File: src/rtl/simplez_uart_tx.sv
// Simplez output-port UART transmitter: 1-byte holding register feeding an
// 8N1 shifter, LSB first, BAUD_DIV clk cycles per serial bit.
module simplez_uart_tx #(
  parameter int unsigned BAUD_DIV = 104
) (
  input  logic       clk,
  input  logic       rst,
  input  logic [7:0] data,
  input  logic       wr,
  output logic       ready,
  output logic       busy,
  output logic       tx
);

  typedef enum logic [1:0] {IDLE, START, DATA, STOP} state_e;

  localparam logic [15:0] TICK_AT = 16'(BAUD_DIV - 1);

  state_e      state_q, state_d;
  logic [15:0] cnt_q, cnt_d;
  logic [2:0]  bit_idx_q, bit_idx_d;
  logic [9:0]  shift_q, shift_d;
  logic [7:0]  hold_q, hold_d;
  logic        hold_valid_q, hold_valid_d;
  logic        tx_q, tx_d;
  logic        bit_tick;
  logic        accept;
  logic        load;

  assign bit_tick = (state_q != IDLE) && (cnt_q == TICK_AT);
  assign accept   = wr && !hold_valid_q;

  always_ff @(posedge clk or posedge rst) begin
    if (rst) begin
      state_q      <= IDLE;
      cnt_q        <= '0;
      bit_idx_q    <= '0;
      shift_q      <= '1;
      hold_q       <= '0;
      hold_valid_q <= 1'b0;
      tx_q         <= 1'b1;
    end else begin
      state_q      <= state_d;
      cnt_q        <= cnt_d;
      bit_idx_q    <= bit_idx_d;
      shift_q      <= shift_d;
      hold_q       <= hold_d;
      hold_valid_q <= hold_valid_d;
      tx_q         <= tx_d;
    end
  end

  always_comb begin
    state_d = state_q;
    case (state_q)
      IDLE:    if (hold_valid_q) state_d = START;
      START:   if (bit_tick) state_d = DATA;
      DATA:    if (bit_tick && (bit_idx_q == 3'd7)) state_d = STOP;
      STOP:    if (bit_tick) state_d = hold_valid_q ? START : IDLE;
      default: state_d = IDLE;
    endcase
  end

  // tx is registered from the next-state view of the shifter, so the line
  // changes on the same edge the FSM moves, with no extra pipeline cycle.
  always_comb begin
    load = (state_d == START) && (state_q != START);

    if ((state_q == IDLE) || (state_d != state_q) || bit_tick) begin
      cnt_d = '0;
    end else begin
      cnt_d = cnt_q + 16'd1;
    end

    bit_idx_d = bit_idx_q;
    if (load) begin
      bit_idx_d = '0;
    end else if ((state_q == DATA) && bit_tick) begin
      bit_idx_d = bit_idx_q + 3'd1;
    end

    shift_d = shift_q;
    if (load) begin
      shift_d = {1'b1, hold_q, 1'b0};
    end else if (bit_tick) begin
      shift_d = {1'b1, shift_q[9:1]};
    end

    hold_d       = hold_q;
    hold_valid_d = hold_valid_q;
    if (load) begin
      hold_valid_d = 1'b0;
    end
    if (accept) begin
      hold_d       = data;
      hold_valid_d = 1'b1;
    end

    tx_d = (state_d == IDLE) ? 1'b1 : shift_d[0];
  end

  assign ready = ~hold_valid_q;
  assign busy  = (state_q != IDLE) | hold_valid_q;
  assign tx    = tx_q;

endmodule

File: config.mk
export PLATFORM = sky130hd
export DESIGN_NAME = simplez_uart_tx
export DESIGN_NICKNAME = d
export VERILOG_FILES = /design/src/rtl/simplez_uart_tx.sv
export SDC_FILE = /design/constraint.sdc
export NUM_CORES = 1
export LEC_CHECK = 0
export BUFFER_PORTS_ARGS = -buffer_cell sky130_fd_sc_hd__buf_2
export CAP_MARGIN = 20
export CORE_MARGIN = 1
export CORE_UTILIZATION = 57
export DETAILED_ROUTE_END_ITERATION = 7
export HOLD_SLACK_MARGIN = 0.15
export PLACE_DENSITY = 0.85
export SLEW_MARGIN = 25
export SYNTH_ARGS = -nofsm -noshare
export SYNTH_HDL_FRONTEND = slang
export SYNTH_SLANG_ARGS = --single-unit
File: constraint.sdc
create_clock -name clk -period 5.4 [get_ports clk]
set_clock_uncertainty 0.2 [all_clocks]
set_input_delay 0.81 -clock clk [delete_from_list [all_inputs] [get_ports clk]]
set_output_delay 0.81 -clock clk [all_outputs]
set_load 0.02 [all_outputs]
# Yosys cells after proc, flatten, opt, wreduce, memory -nomap -nowiden
# Index checks and enable logic that the tools add are counted.
dict set report op_classes {
  addsub 2
  reduce_logical 14
  eq_ne 8
  n_mux 14
  bitwise 2
}
# op count
set ops {}
lappend ops {{$mux 10} 2}
lappend ops {{$add 16x1->16 const B} 1}
lappend ops {{$eq 16x7->1 const B} 1}
lappend ops {{$mux 16} 1}
lappend ops {{$mux 2} 4}
lappend ops {{$pmux 2 s4} 1}
lappend ops {{$reduce_bool 2->1} 4}
lappend ops {{$mux 3} 2}
lappend ops {{$logic_and 1x1->1} 5}
lappend ops {{$eq 2x1->1 const B} 2}
lappend ops {{$eq 2x2->1 const B} 2}
lappend ops {{$logic_not 2->1} 2}
lappend ops {{$mux 1} 4}
lappend ops {{$add 3x1->3 const B} 1}
lappend ops {{$eq 3x3->1 const B} 1}
lappend ops {{$logic_or 1x1->1} 2}
lappend ops {{$ne 2x1->1 const B} 1}
lappend ops {{$ne 2x2->1} 1}
lappend ops {{$logic_not 1->1} 1}
lappend ops {{$not 1->1} 1}
lappend ops {{$or 1x1->1} 1}
dict set report word_totals {
  ff_bits 41
  wordCells 48
  out_inout_bits 3
}

# Longest topological paths before layout
dict set report depth {
  depth_word 9
  depth_mapped 7
  depth_no_buf 5
}

# Worst setup path before layout
# OpenSTA, ideal clock, no wires.
dict set report synth_path {
  kind {reg2reg}
  from {register cnt_q[4]}
  to {register bit_idx_q[0]}
  setup_slack_ps 3050
  setup_time_ps 125
  arrival_time_ps 2025
  stages_incl_launch_ff 6
  synth_period_minus_slack_ps 2350
  path_cell_list {dfrtp_1 or4_1 or4_1 buf_2 a21o_1 mux2_4}
}
dict set report synth_between {
  elab_chain_cells 8
}
# element line_no
set synth_rtl {}
lappend synth_rtl {{start, declared} 20} ;# logic [15:0] cnt_q, cnt_d;
lappend synth_rtl {{start signal, assigned} 44} ;# cnt_q <= cnt_d;
lappend synth_rtl {{$eq 16x7->1 (*)} 30} ;# assign bit_tick = (state_q != IDLE) && (cnt_q == TICK_AT);
lappend synth_rtl {{$logic_and 1x1->1 (*)} 30}
lappend synth_rtl {{$logic_and 1x1->1} 58} ;# DATA: if (bit_tick && (bit_idx_q == 3'd7)) state_d = STOP;
lappend synth_rtl {{$mux 2} 58}
lappend synth_rtl {{$pmux 2 s4} 55} ;# case (state_q)
lappend synth_rtl {{$eq 2x1->1} 67} ;# load = (state_d == START) && (state_q != START);
lappend synth_rtl {{$logic_and 1x1->1} 67}
lappend synth_rtl {{$mux 3 / $reduce_bool 2->1 (equally long branches)} -}
lappend synth_rtl {{end signal, assigned} 45} ;# bit_idx_q <= bit_idx_d;
lappend synth_rtl {{end, declared} 21} ;# logic [2:0] bit_idx_q, bit_idx_d;
# Mark *: on every way between the ends. The rest lies on a longest branch, timed or not.
# A chain may end at the register's enable or synchronous reset.

# Worst setup path after layout
dict set report layout_path {
  from {register state_q[0]}
  to {output port busy}
}
dict set report layout_between {
  elab_chain_cells 2
}
# element line_no
set layout_rtl {}
lappend layout_rtl {{start, declared} 19} ;# state_e state_q, state_d;
lappend layout_rtl {{start signal, assigned} 43} ;# state_q <= state_d;
lappend layout_rtl {{$reduce_bool 2->1} 103} ;# assign busy = (state_q != IDLE) | hold_valid_q;
lappend layout_rtl {{$or 1x1->1} 103}
lappend layout_rtl {{end, declared} 11} ;# output logic busy,
# Every way passes these cells.

==> impl_metrics.yaml <==
yosys:
  yosys.area_share.simple_pct: 15.7
  synth_compound_area_share_pct: 15.3
  synth-edff-count: 0
  synth_area_leaders: "dfrtp_1 38%, dfstp_2 14%, nor2_1 6.2%"
  synth.avg_cell_area_um2: 10.2
  netlist-cell-type-count: 36
  ys_seq_elements: 41
  netlist_instances: 196
  syn-cell-area_um2: 2000
  ys.flop_type: "dfrtp_1"
  synth-xor-area-share_pct: 6.57
  synthMuxAreaShare_pct: 5.26
  netlist.area_leader.share_pct: 37.6
  synth_top_family_by_area: "simple AND/OR/NAND/NOR gates"
  ys_warn_count: 0
  seq_area_frac_synth_pct: 52.0
  synth_nets: 210
  synth_adder_area_share_pct: 1.88
  synthArstFlopShare_pct: 100
  synth_largest_area_cell: "dfrtp_1"
global_route:
  gr-usage-all-layers_pct: 23.9
  grt_pass1_vias: 1349
  gr-total-overflow: 0
  antenna_found_initial: 0
  grt_pass1_wl_um: 6310
  grt_max_degree: 42
finish:
  n_antenna_cell: 0
  final_cell_mix: "33 x nor2_1, 30 x dfrtp_1, 13 x o21ai_0, 13 x buf_2"
  final_nets: 222
  fill_cells: 287
  area_growth_pct: 9.02
  seqCellArea_um2: 1040
  layout_commonest_cell: "nor2_1"
  multiInputGateArea_um2: 893
  stdcell_count: 255
  layout-drive-gt1-share_pct: 25.4
setup_path:
  critPathTopFamily: "simple AND/OR/NAND/NOR gates"
  slowest_stage: "or3_1"
  startpoint_type: "register"
  crit_chain: "or3_1, buf_2"
  cp_max_fo: 10
  cp.buffers_inverters: 1
  cp-end-kind: "primary output"
  crit_required_ns: 4.39
  cpPeakStageDelay_ns: 0.57
  worstSetupPathType: "register to primary output"
  cp.arrival_ns: 1.66
routing:
  post_drt_wl_per_cell_um: 14.9
  viasPerCell: 5.85
  first_iter_violations: 76
  routed_wl_um: 3800
  ant_nets: 0
  drcViolationCount: 0
  drtPass1Iterations: 4
  top_layer_used: "met4"
  wl_met1_um: 1790
  dr_wl_met2_um: 1780
  dr_total_vias: 1492
  routed-wl-met3_um: 181
power:
  finalPower_mw: 0.603
  p_leak_nw: 0.911
  powerDensity_nw_per_um2: 277
  ir_drop_uv: 178
run:
  maxCapViolations: 0
place:
  dp_cells: 247
  place_congestion: 0.820
  io_buffers: 13
  hpwlAfterDp_um: 2570
sta:
  setup_viol_count_final: 0
  rsz0062_at_grt: "no"
  slew_violations: 0
  max_slew_margin_pct: 49.2
  worstMarginPinSlew_ns: 0.762
  fmax_ghz: 0.375
  setup_tns_ns: 0
  hold_viol_final: 0
  period_needed_ns: 2.67
  post-route-period-util_pct: 49.4
cts:
  clkTransAtPathRegs_ns: 0.11
  cts.path.max_buffers: 2
  postCtsHoldBufs: 0
  postCtsSetupRepairBufs: 0
  clkLatencyLatePin_ns: 0.35
  numCtsBuffers: 5
  cts.sink_count: 41
  cts_tree: "done"
  post_cts_resized: 0
  htree_num_levels: 2
  cts_root_buf: "clkbuf_4"
run_status:
  outcome: "finished, final reports clean"
min_path:
  hold_class: "register to register"
die:
  io_pins: 14
  fp-row-count: 21
  die_h_um: 61.2
  dieArea_um2: 3750
  core_area_um2: 3340
  fp.dieW_um: 61.2
  start_util_pct: 59.9
## metal layers
layer	track usage, %	up-vias
met2	35.1	33
met1	33.3	731
met5	0	-
met3	7.98	6
met4	8.12	0
li1	-	722
## power by group
part | internal [mW] | switching (mW)
logic | 0.0261 | 0.0175
clock network | 0.111 | 0.0952
registers | 0.336 | 0.0177
## final cells by class
class	instances	area share (%)
Sequential cell	41	47.7
Multi-Input combinational cell	139	41.0
Timing Repair Buffer	15	3.68
Tap cell	46	2.64
Clock buffer	7	2.53
Clock inverter	1	1.38
Inverter	6	1.03
## flip-flops by register name (all words and copies together), names as in the netlist
| register | cells |
|---|---|
| state_q | 2 |
| tx | 1 |
| hold_valid_q | 1 |
| cnt_q | 16 |
| bit_idx_q | 3 |
| shift_q | 10 |
| hold_q | 8 |
## through the flow
step	hold WS, ns	setup WS [ns]	util [%]	area (um2)
5_1_grt	0.346	2.63	65.3	2180
2_1_floorplan	0.270	3.05	-	2000
3_5_place_dp	0.299	2.91	62.7	2090
6_report	0.314	2.73	65.3	2180
3_3_place_gp	0.293	2.97	62.7	2090
4_1_cts	0.320	2.71	65.3	2180
## worst reg2reg max path, stage by stage (launching register included)
cell,delay [ns]
dfrtp_1,0.43
or4_1,0.56
or4_1,0.69
nand2_1,0.34
o221a_2,0.25
## cells in the mapped netlist, types with 2 or more instances
master,n
dfrtp_1,30
xnor2_1,12
nand3_1,5
nor2_1,33
nor3_1,4
clkbuf_1,7
or3_1,2
ha_1,3
a22o_1,2
mux2_2,8
or4_1,4
dfstp_2,11
nand2_1,9
xor2_1,3
o221a_2,8
inv_1,6
o21ai_0,13
nand4_1,4
nor4_1,4
a21oi_1,12
## final timing paths
| check | cells past startpoint | start | endpoint | slack, ns |
|---|---|---|---|---|
| setup / recovery | 2 | state_q[0]$_DFF_PP0_ | busy | 2.73 |
| hold / removal | 1 | cnt_q[0]$_DFF_PP0_ | cnt_q[0]$_DFF_PP0_ | 0.31 |
| setup reg to reg | 4 | cnt_q[4]$_DFF_PP0_ | shift_q[8]$_DFFE_PP1P_ | 2.88 |
| hold reg to reg | 1 | cnt_q[0]$_DFF_PP0_ | cnt_q[0]$_DFF_PP0_ | 0.31 |
| max in group asynchronous | 3 | rst | tx$_DFF_PP1_ | 4.29 |
| min in group asynchronous | 3 | rst | cnt_q[1]$_DFF_PP0_ | 0.35 |
## cells by family (layout without fill, tap and decap cells)
group           Yosys count  in the layout
mux                       9              9
fa+ha+maj                 3              3
flops                    41             41
xor+xnor                 15             15
simple gates             68             68
compound gates           44             44
buf+inv                  16             29
Note: power is estimated with default switching activity, not from simulation.
